File: src/rtl/key_if.sv
// Key bus between the raw push-buttons and the conditioned level/press/repeat/step outputs.
interface key_if #(
   parameter int unsigned NUM_KEYS = 3
);
   logic [NUM_KEYS-1:0] key_n;
   logic [NUM_KEYS-1:0] key_level;
   logic [NUM_KEYS-1:0] key_press;
   logic [NUM_KEYS-1:0] key_repeat;
   logic [NUM_KEYS-1:0] key_step;

   modport master (
      output key_n,
      input  key_level,
      input  key_press,
      input  key_repeat,
      input  key_step
   );

   modport slave (
      input  key_n,
      output key_level,
      output key_press,
      output key_repeat,
      output key_step
   );
endinterface

File: src/rtl/key_conditioner.sv
// Per-key synchroniser, debouncer and hold-to-auto-repeat generator for active-low push-buttons.
module key_conditioner #(
   parameter int unsigned NUM_KEYS        = 3,
   parameter int unsigned DEBOUNCE_CYCLES = 1000000,
   parameter int unsigned HOLD_CYCLES     = 25000000,
   parameter int unsigned REPEAT_CYCLES   = 5000000
) (
   input  logic clk,
   input  logic rst,
   key_if.slave keys
);
   localparam int unsigned MAX_DH     = (DEBOUNCE_CYCLES > HOLD_CYCLES) ? DEBOUNCE_CYCLES : HOLD_CYCLES;
   localparam int unsigned MAX_CYCLES = (MAX_DH > REPEAT_CYCLES) ? MAX_DH : REPEAT_CYCLES;
   localparam int unsigned CW         = $clog2(MAX_CYCLES) + 1;

   if (DEBOUNCE_CYCLES < 2 || HOLD_CYCLES < 2 || REPEAT_CYCLES < 2) begin : g_param_check
      $error("key_conditioner: DEBOUNCE/HOLD/REPEAT_CYCLES must all be >= 2");
   end

   typedef enum logic [2:0] {
      IDLE,
      DB_PRESS,
      PRESSED,
      REPEAT,
      DB_RELEASE
   } state_t;

   logic [NUM_KEYS-1:0] sync1;
   logic [NUM_KEYS-1:0] sync2;
   logic [NUM_KEYS-1:0] sample;
   logic [NUM_KEYS-1:0] level;
   logic [NUM_KEYS-1:0] press;
   logic [NUM_KEYS-1:0] rpt;
   logic [NUM_KEYS-1:0] step;
   state_t              state [NUM_KEYS];
   logic [CW-1:0]       count [NUM_KEYS];

   assign sample = ~sync2;

   // Two-flop synchroniser plus one FSM/counter per key; pulses default low every cycle.
   always_ff @(posedge clk) begin
      if (rst) begin
         sync1 <= '1;
         sync2 <= '1;
         level <= '0;
         press <= '0;
         rpt   <= '0;
         step  <= '0;
         for (int i = 0; i < NUM_KEYS; i++) begin
            state[i] <= IDLE;
            count[i] <= '0;
         end
      end else begin
         sync1 <= keys.key_n;
         sync2 <= sync1;
         press <= '0;
         rpt   <= '0;
         step  <= '0;
         for (int i = 0; i < NUM_KEYS; i++) begin
            case (state[i])
               IDLE: begin
                  if (sample[i]) begin
                     state[i] <= DB_PRESS;
                     count[i] <= CW'(1);
                  end
               end
               DB_PRESS: begin
                  if (!sample[i]) begin
                     state[i] <= IDLE;
                     count[i] <= '0;
                  end else if (count[i] == CW'(DEBOUNCE_CYCLES)) begin
                     state[i] <= PRESSED;
                     count[i] <= '0;
                     level[i] <= 1'b1;
                     press[i] <= 1'b1;
                     step[i]  <= 1'b1;
                  end else begin
                     count[i] <= count[i] + CW'(1);
                  end
               end
               PRESSED: begin
                  if (!sample[i]) begin
                     state[i] <= DB_RELEASE;
                     count[i] <= CW'(1);
                  end else if (count[i] == CW'(HOLD_CYCLES - 1)) begin
                     state[i] <= REPEAT;
                     count[i] <= '0;
                     rpt[i]   <= 1'b1;
                     step[i]  <= 1'b1;
                  end else begin
                     count[i] <= count[i] + CW'(1);
                  end
               end
               REPEAT: begin
                  if (!sample[i]) begin
                     state[i] <= DB_RELEASE;
                     count[i] <= CW'(1);
                  end else if (count[i] == CW'(REPEAT_CYCLES - 1)) begin
                     count[i] <= '0;
                     rpt[i]   <= 1'b1;
                     step[i]  <= 1'b1;
                  end else begin
                     count[i] <= count[i] + CW'(1);
                  end
               end
               DB_RELEASE: begin
                  // A bounce back to pressed restarts the hold timer without a new press
                  if (sample[i]) begin
                     state[i] <= PRESSED;
                     count[i] <= '0;
                  end else if (count[i] == CW'(DEBOUNCE_CYCLES)) begin
                     state[i] <= IDLE;
                     count[i] <= '0;
                     level[i] <= 1'b0;
                  end else begin
                     count[i] <= count[i] + CW'(1);
                  end
               end
               default: begin
                  state[i] <= IDLE;
                  count[i] <= '0;
                  level[i] <= 1'b0;
               end
            endcase
         end
      end
   end

   assign keys.key_level  = level;
   assign keys.key_press  = press;
   assign keys.key_repeat = rpt;
   assign keys.key_step   = step;
endmodule

File: src/flat_wrapper.sv
// flat-port wrapper written by rule: the top's interface ports become plain ports
module key_conditioner_flat 
#(
   parameter int unsigned NUM_KEYS        = 3,
   parameter int unsigned DEBOUNCE_CYCLES = 1000000,
   parameter int unsigned HOLD_CYCLES     = 25000000,
   parameter int unsigned REPEAT_CYCLES   = 5000000
)
  (clk, rst, keys_key_n, keys_key_level, keys_key_press, keys_key_repeat, keys_key_step);
  key_if #(.NUM_KEYS(NUM_KEYS)) keys_i ();
  input  logic clk;
  input  logic rst;
  input wire logic [$bits(keys_i.key_n)-1:0] keys_key_n;
  output wire logic [$bits(keys_i.key_level)-1:0] keys_key_level;
  output wire logic [$bits(keys_i.key_press)-1:0] keys_key_press;
  output wire logic [$bits(keys_i.key_repeat)-1:0] keys_key_repeat;
  output wire logic [$bits(keys_i.key_step)-1:0] keys_key_step;
  assign keys_i.key_n = keys_key_n;
  assign keys_key_level = keys_i.key_level;
  assign keys_key_press = keys_i.key_press;
  assign keys_key_repeat = keys_i.key_repeat;
  assign keys_key_step = keys_i.key_step;
  key_conditioner #(.NUM_KEYS(NUM_KEYS), .DEBOUNCE_CYCLES(DEBOUNCE_CYCLES), .HOLD_CYCLES(HOLD_CYCLES), .REPEAT_CYCLES(REPEAT_CYCLES)) u_core (.clk(clk), .rst(rst), .keys(keys_i));
endmodule
File: config.mk
export PLATFORM = sky130hd
export DESIGN_NAME = key_conditioner_flat
export DESIGN_NICKNAME = d
export VERILOG_FILES = /design/src/rtl/key_if.sv /design/src/rtl/key_conditioner.sv /design/src/flat_wrapper.sv
export SDC_FILE = /design/constraint.sdc
export NUM_CORES = 1
export LEC_CHECK = 0
export ABC_AREA = 1
export CAP_MARGIN = 0
export CORE_UTILIZATION = 45
export CTS_CLUSTER_DIAMETER = 200
export DETAILED_ROUTE_END_ITERATION = 8
export PLACE_DENSITY = 0.67
export SLEW_MARGIN = 15
export SYNTH_ARGS = -nofsm -noshare
export SYNTH_HDL_FRONTEND = slang
export SYNTH_SLANG_ARGS = --single-unit
export TNS_END_PERCENT = 100
File: constraint.sdc
create_clock -name clk -period 3 [get_ports clk]
set_input_delay 0.3 -clock clk [delete_from_list [all_inputs] [get_ports clk]]
set_output_delay 0.3 -clock clk [all_outputs]
set_load 0.005 [all_outputs]
==> results.json, run 1 <==
{
  "crit_arrival_ns": 2.63,
  "setup_viol": 0,
  "ys_seq_area_share_pct": 42.22,
  "fp.dieH_um": 127.1,
  "antenna_found_initial": 0,
  "fillers": 1472,
  "path_class": "reg -> reg",
  "drt_pass1_iterations": 5,
  "die_w_um": 127.1,
  "drcViolationCount": 0,
  "detailedPlacementHpwl_mm": 11.28,
  "final.min_clock_period_ns": 2.560,
  "drive_gt1_share_pct": 11.00,
  "synth_compound_area_share_pct": 5.385,
  "grt_util_all_layers_pct": 19.50,
  "cts_sinks": 105,
  "yosys.area_share.simple_pct": 35.74,
  "totalNegativeSetupSlack_ns": 0,
  "drv_cap": 0,
  "postCtsSetupRepairBufs": 0,
  "cts_resized": 0,
  "grt_start_max_net_pins": 27,
  "worstMarginPinSlew_ns": 0.8956,
  "portBuffers": 16,
  "num_antenna_cells": 0,
  "grt_pass1_vias": 5352,
  "antenna_left": 0,
  "synthTopCellsByArea": "edfxtp_1 37%, nand2_1 9.4%, nor2_1 8.5%, inv_1 6.4%, xor2_1 6.2%",
  "wl_mm": 14.99,
  "skew_ns": 0.01024,
  "clock.fmax_mhz": 390.7,
  "clock_latency_ns": 0.35,
  "cts.hold.buffers_added": 0,
  "clock_path_buffers": 2,
  "core_area_um2": 15260,
  "cts_made_buffers": 9,
  "final_hold_viol_count": 0,
  "synth_cells": 913,
  "gp_congestion": 0.9189,
  "worst-endpoint-required_ns": 3.07,
  "ir_worst_vdd_uv": 313.1,
  "fin_nets": 942,
  "ys_warn_count": 0,
  "tritoncts": "built",
  "regArea_um2": 2973,
  "max_slew_margin_pct": 40.07,
  "power_leakage_nw": 3.030,
  "routedWlPerCell_um": 13.06,
  "pwr-share-clk_pct": 24.8,
  "area_growth_pct": 9.899,
  "netlist.area_leader.share_pct": 37.11,
  "multi_input_area_um2": 3470,
  "critPathLaunchType": "register",
  "rsz0062_at_grt": "false",
  "switchingPower_mw": 1.835,
  "synthXorXnorAreaFrac_pct": 7.091,
  "power_mw": 5.032,
  "period_share_pct": 85.32,
  "num_io_pins": 17,
  "synth_mux_area_share_pct": 0,
  "dp_cells": 1131,
  "layout.cells.non_filler": 1147,
  "die_area_um2": 16150,
  "postSynthAreaPerCell_um2": 7.711,
  "clkSlewWorstSetupHoldPaths_ns": 0.07,
  "yosys.cell_types.count": 47,
  "synth_top_family_by_area": "simple AND/OR/NAND/NOR gates",
  "vias_per_cell": 5.010,
  "cts_root_buf": "clkbuf_16",
  "p_sw_share_pct": 36.46,
  "synthesis.nets": 924,
  "vias": 5746,
  "p_int_mw": 3.197,
  "synth_fa_ha_area_share_pct": 1.066,
  "cp-end-kind": "register",
  "sequentialPowerShare_pct": 47.8,
  "start_util_pct": 46.14,
  "syn_area_um2": 7041,
  "ys_seq_elements": 105,
  "status": "completed",
  "p_comb_share_pct": 27.4,
  "grt_pass1_wl_mm": 25.32,
  "num_rows": 45,
  "synth_area_leader_cell": "edfxtp_1",
  "maxSlewViolCount": 0,
  "htreeDepth": 3,
  "hold_class": "reg -> reg",
  "gr-total-overflow": 0,
  "drt_iter0_drc": 459,
  "powerDensity_nw_per_um2": 650.3,
  "crit_path_max_fanout": 25
}
-- per-layer routing --
layer,vias up,track usage [%],routed length (µm)
met4,0,5.252,241
met5,-,0,0
met3,19,4.355,526
met2,105,30.12,6541
met1,2594,27.55,7675
li1,3028,-,-
-- final timing paths --
kind / from / slack, ns / cells past startpoint / end
hold / removal: u_core.sync1[2]$_SDFF_PP1_ / 0.41 / 1 / u_core.sync2[2]$_SDFF_PP1_
hold reg to reg: u_core.sync1[2]$_SDFF_PP1_ / 0.41 / 1 / u_core.sync2[2]$_SDFF_PP1_
setup / recovery: u_core.count[2][0]$_DFFE_PP_ / 0.44 / 10 / u_core.count[2][3]$_SDFFCE_PP0P_
setup reg to reg: u_core.count[2][0]$_DFFE_PP_ / 0.44 / 10 / u_core.count[2][3]$_SDFFCE_PP0P_
-- area by class of cell --
class	instances	area share [%]
multi-input cells	659	44.84
flip-flops and latches	105	38.42
inverters	131	6.355
well taps	211	3.412
clock buffers	10	2.959
repair buffers	25	2.943
clock inverters	6	1.067
-- synth_stat cells (all sizes together) --
library cell	number
nand3b	1
xnor2	7
inv	131
o21ai	13
o311ai	1
nand3	78
clkbuf	4
o211ai	1
ha	6
edfxtp	87
a21boi	2
dfxtp	18
nand2b	1
nor2	176
nand4	31
a211oi	2
nor3	46
xor2	50
nor4	9
or3b	1
or4	1
and3	1
or2	7
a21oi	33
o21bai	1
nor3b	4
or3	1
buf	14
o221ai	1
nand2	185
-- cell families (layout without fill, tap and decap cells) --
| family | Yosys count | after routing |
|---|---|---|
| and+or+nand+nor | 542 | 542 |
| DFF | 105 | 105 |
| buffers and inverters | 149 | 172 |
| adders and majority gates | 6 | 6 |
| xor gates and xnor gates | 57 | 57 |
| AOI/OAI and AO/OA | 54 | 54 |
-- critical path: stages (launching register included) --
cell and delay (ns):
edfxtp_1 0.43, ha_1 0.23, nand2_1 0.10, nor2_4 0.13, nand3_2 0.10, nor2_2 0.16, nand3_1 0.10, nand2_1 0.09
nand2_2 0.07, o21ai_4 0.69, a21oi_1 0.14
-- state kept, by name, summed over array words and instances (netlist names) --
name                    cells
u_core.count               78
u_core.sync2                3
u_core.keys.key_press       3
u_core.keys.key_step        3
u_core.keys.key_level       3
u_core.state                9
u_core.sync1                3
u_core.keys.key_repeat      3
-- cell usage in the layout, fill, tap and decap left out, types with 8 or more instances in the layout --
cell / n
nand2_1: 177
nor2_1: 159
inv_1: 120
edfxtp_1: 87
nand3_1: 75
xor2_1: 50
nor3_1: 37
nand4_1: 31
a21oi_2: 20
dfxtp_1: 18
clkdlybuf4s50_1: 16
a21oi_1: 13
nor2_2: 12
inv_2: 11
o21ai_0: 11
nor3_2: 9
clkbuf_16: 9
buf_4: 9
nand2_2: 8
-- stage by stage --
step                util [%]  hold slack [ns]  setup slack (ns)  instance area, µm²
finish                 50.71           0.4110            0.4405                7737
global route           50.71           0.4148            0.1485                7737
CTS                    50.71           0.4115            0.4166                7737
detailed placement     48.67           0.3946            0.4004                7426
global placement       48.67           0.3911            0.4612                7426
floorplan                  -           0.3895            0.4755                7041
-- power by group through the flow --
stage / Combinational (mW) / Sequential, mW / Clock (mW)
global route: 1.57 / 2.46 / 1.33
finish: 1.38 / 2.41 / 1.25
CTS: 1.38 / 2.40 / 1.29
floorplan: 1.13 / 2.29 / 0
global placement: 1.36 / 2.42 / 0
detailed placement: 1.37 / 2.42 / 0
Note: power is estimated with default switching activity, not from simulation.
==> inputs of run 2 (changes only) <==
Settings changed: CORE_MARGIN from default to 5, CTS_BUF_LIST from default to sky130_fd_sc_hd__clkbuf_2 sky130_fd_sc_hd__clkbuf_4 sky130_fd_sc_hd__clkbuf_8.
==> run 2 against run 1 <==
  * Sequential cell count unchanged
  * Critical endpoint is now u_core.count[2][21]$_SDFFCE_PP0P_
  * Global-route usage decreased by 2.6 points
  * Sequential share of layout area increased by 0.47 points
==> results.json, run 2 (synthesized netlist as in run 1, its figures left out) <==
{
  "max_slew_margin_pct": 36.40,
  "critPathLaunchType": "register",
  "drv_cap": 0,
  "worst-endpoint-required_ns": 3.12,
  "clock_latency_ns": 0.39,
  "cts_sinks": 105,
  "pwr-share-clk_pct": 20.7,
  "status": "completed",
  "postCtsSetupRepairBufs": 0,
  "startpoint": "u_core.count[2][0]$_DFFE_PP_",
  "skew_ns": 0.01398,
  "top_layer": "met4",
  "cp-end-kind": "register",
  "num_antenna_cells": 0,
  "p_sw_share_pct": 38.21,
  "sequentialPowerShare_pct": 50.4,
  "r2r_end": "u_core.count[2][21]$_SDFFCE_PP0P_",
  "core_area_um2": 15260,
  "cts.hold.buffers_added": 0,
  "crit_arrival_ns": 2.69,
  "r2r_slack_ns": 0.43,
  "drive_gt1_share_pct": 11.00,
  "cts_root_buf": "clkbuf_8",
  "tritoncts": "built",
  "grt_pass1_vias": 5343,
  "cts_resized": 0,
  "drt-met1-wl_mm": 7.408,
  "num_io_pins": 17,
  "grt_pass1_wl_mm": 25.25,
  "clock_path_buffers": 2,
  "fp.dieH_um": 135.1,
  "ir_worst_vdd_uv": 286.1,
  "largest_reg_flops": 78,
  "start_util_pct": 46.14,
  "grt_start_max_net_pins": 27,
  "power_leakage_nw": 2.988,
  "setup_viol": 0,
  "endpoint": "u_core.count[2][21]$_SDFFCE_PP0P_",
  "die_area_um2": 18250,
  "area_growth_pct": 8.584,
  "final_hold_viol_count": 0,
  "routedWlPerCell_um": 12.98,
  "gp_congestion": 0.8963,
  "route.met3.wl_um": 541,
  "p_int_mw": 2.937,
  "totalNegativeSetupSlack_ns": 0,
  "top_register": "u_core.count",
  "worstMarginPinSlew_ns": 0.9505,
  "gr-total-overflow": 0,
  "antenna_left": 0,
  "switchingPower_mw": 1.816,
  "portBuffers": 16,
  "die_w_um": 135.1,
  "p_comb_share_pct": 28.9,
  "drt_iter0_drc": 388,
  "hold_class": "reg -> reg",
  "layout.cells.most_common": "nand2_1",
  "drt_pass1_iterations": 5,
  "antenna_found_initial": 0,
  "power_mw": 4.754,
  "reg2reg_depth": 10,
  "vias_per_cell": 5.056,
  "htreeDepth": 3,
  "fin_nets": 942,
  "maxSlewViolCount": 0,
  "crit_path_max_fanout": 25,
  "wl_mm": 14.89,
  "clkSlewWorstSetupHoldPaths_ns": 0.11,
  "layout_common_cells": "177 x nand2_1, 159 x nor2_1, 120 x inv_1",
  "path_class": "reg -> reg",
  "vias": 5799,
  "crit-reg2reg-launch": "u_core.count[2][0]$_DFFE_PP_",
  "powerDensity_nw_per_um2": 621.8,
  "grt_util_all_layers_pct": 16.90,
  "period_share_pct": 85.64,
  "detailedPlacementHpwl_mm": 11.20,
  "rsz0062_at_grt": "false",
  "drcViolationCount": 0,
  "wl_met2_mm": 6.599,
  "clock.fmax_mhz": 389.2,
  "top_regs": "u_core.count x78, u_core.state x9",
  "cts_made_buffers": 9,
  "final.min_clock_period_ns": 2.569,
  "num_rows": 45
}
## run 2: metrics by stage
stage	std cells	utilization (%)	worst slack (ns)	cell area, µm²	hold WS, ns
final	1147	50.10	0.4308	7645	0.4131
after CTS	1147	50.10	0.3917	7645	0.4139
after global routing	1147	50.10	0.1662	7645	0.4318
after floorplan	913	-	0.4755	7041	0.3895
after detailed placement	1131	48.67	0.3823	7426	0.3937
after global placement	1131	48.67	0.4391	7426	0.3928
## run 2: worst min path at each step
stage                                     startpoint                          to  slack, ns  cells after the start
after floorplan           u_core.sync1[0]$_SDFF_PP1_  u_core.sync2[0]$_SDFF_PP1_       0.39                      1
after global placement    u_core.sync1[1]$_SDFF_PP1_  u_core.sync2[1]$_SDFF_PP1_       0.39                      1
after detailed placement  u_core.sync1[0]$_SDFF_PP1_  u_core.sync2[0]$_SDFF_PP1_       0.39                      1
after CTS                 u_core.sync1[0]$_SDFF_PP1_  u_core.sync2[0]$_SDFF_PP1_       0.41                      1
after global routing      u_core.sync1[0]$_SDFF_PP1_  u_core.sync2[0]$_SDFF_PP1_       0.43                      1
final                     u_core.sync1[0]$_SDFF_PP1_  u_core.sync2[0]$_SDFF_PP1_       0.41                      1
## run 2: metal layers
layer / vias up / GRT usage [%]
met4: 0 / 6.047
met3: 25 / 2.161
met2: 137 / 26.22
li1: 3026 / -
met5: - / 0
met1: 2611 / 24.29
## run 2: layout make-up
class                           instances  area [µm²]
Clock buffer                            9       123.9
Sequential cell                       105        2973
Multi-Input combinational cell        659        3470
Clock inverter                          7       95.09
Inverter                              131       491.7
Timing Repair Buffer                   25       227.7
Fill cell                            1470        7614
Tap cell                              211       264.0
## run 2: power groups by stage
stage	logic [mW]	registers [mW]	clock network [mW]
finish	1.37	2.40	0.983
global placement	1.36	2.42	0
floorplan	1.13	2.29	0
CTS	1.38	2.39	1.01
detailed placement	1.37	2.42	0
global route	1.59	2.46	1.06
## run 2: critical path, cell delays in order, from the launching register on
cell	delay [ns]
edfxtp_1	0.44
ha_1	0.21
nand2_1	0.09
nor2_4	0.13
nand3_2	0.10
nor2_2	0.17
nand3_1	0.10
nand2_1	0.09
nand2_2	0.07
o21ai_4	0.73
a21oi_1	0.15
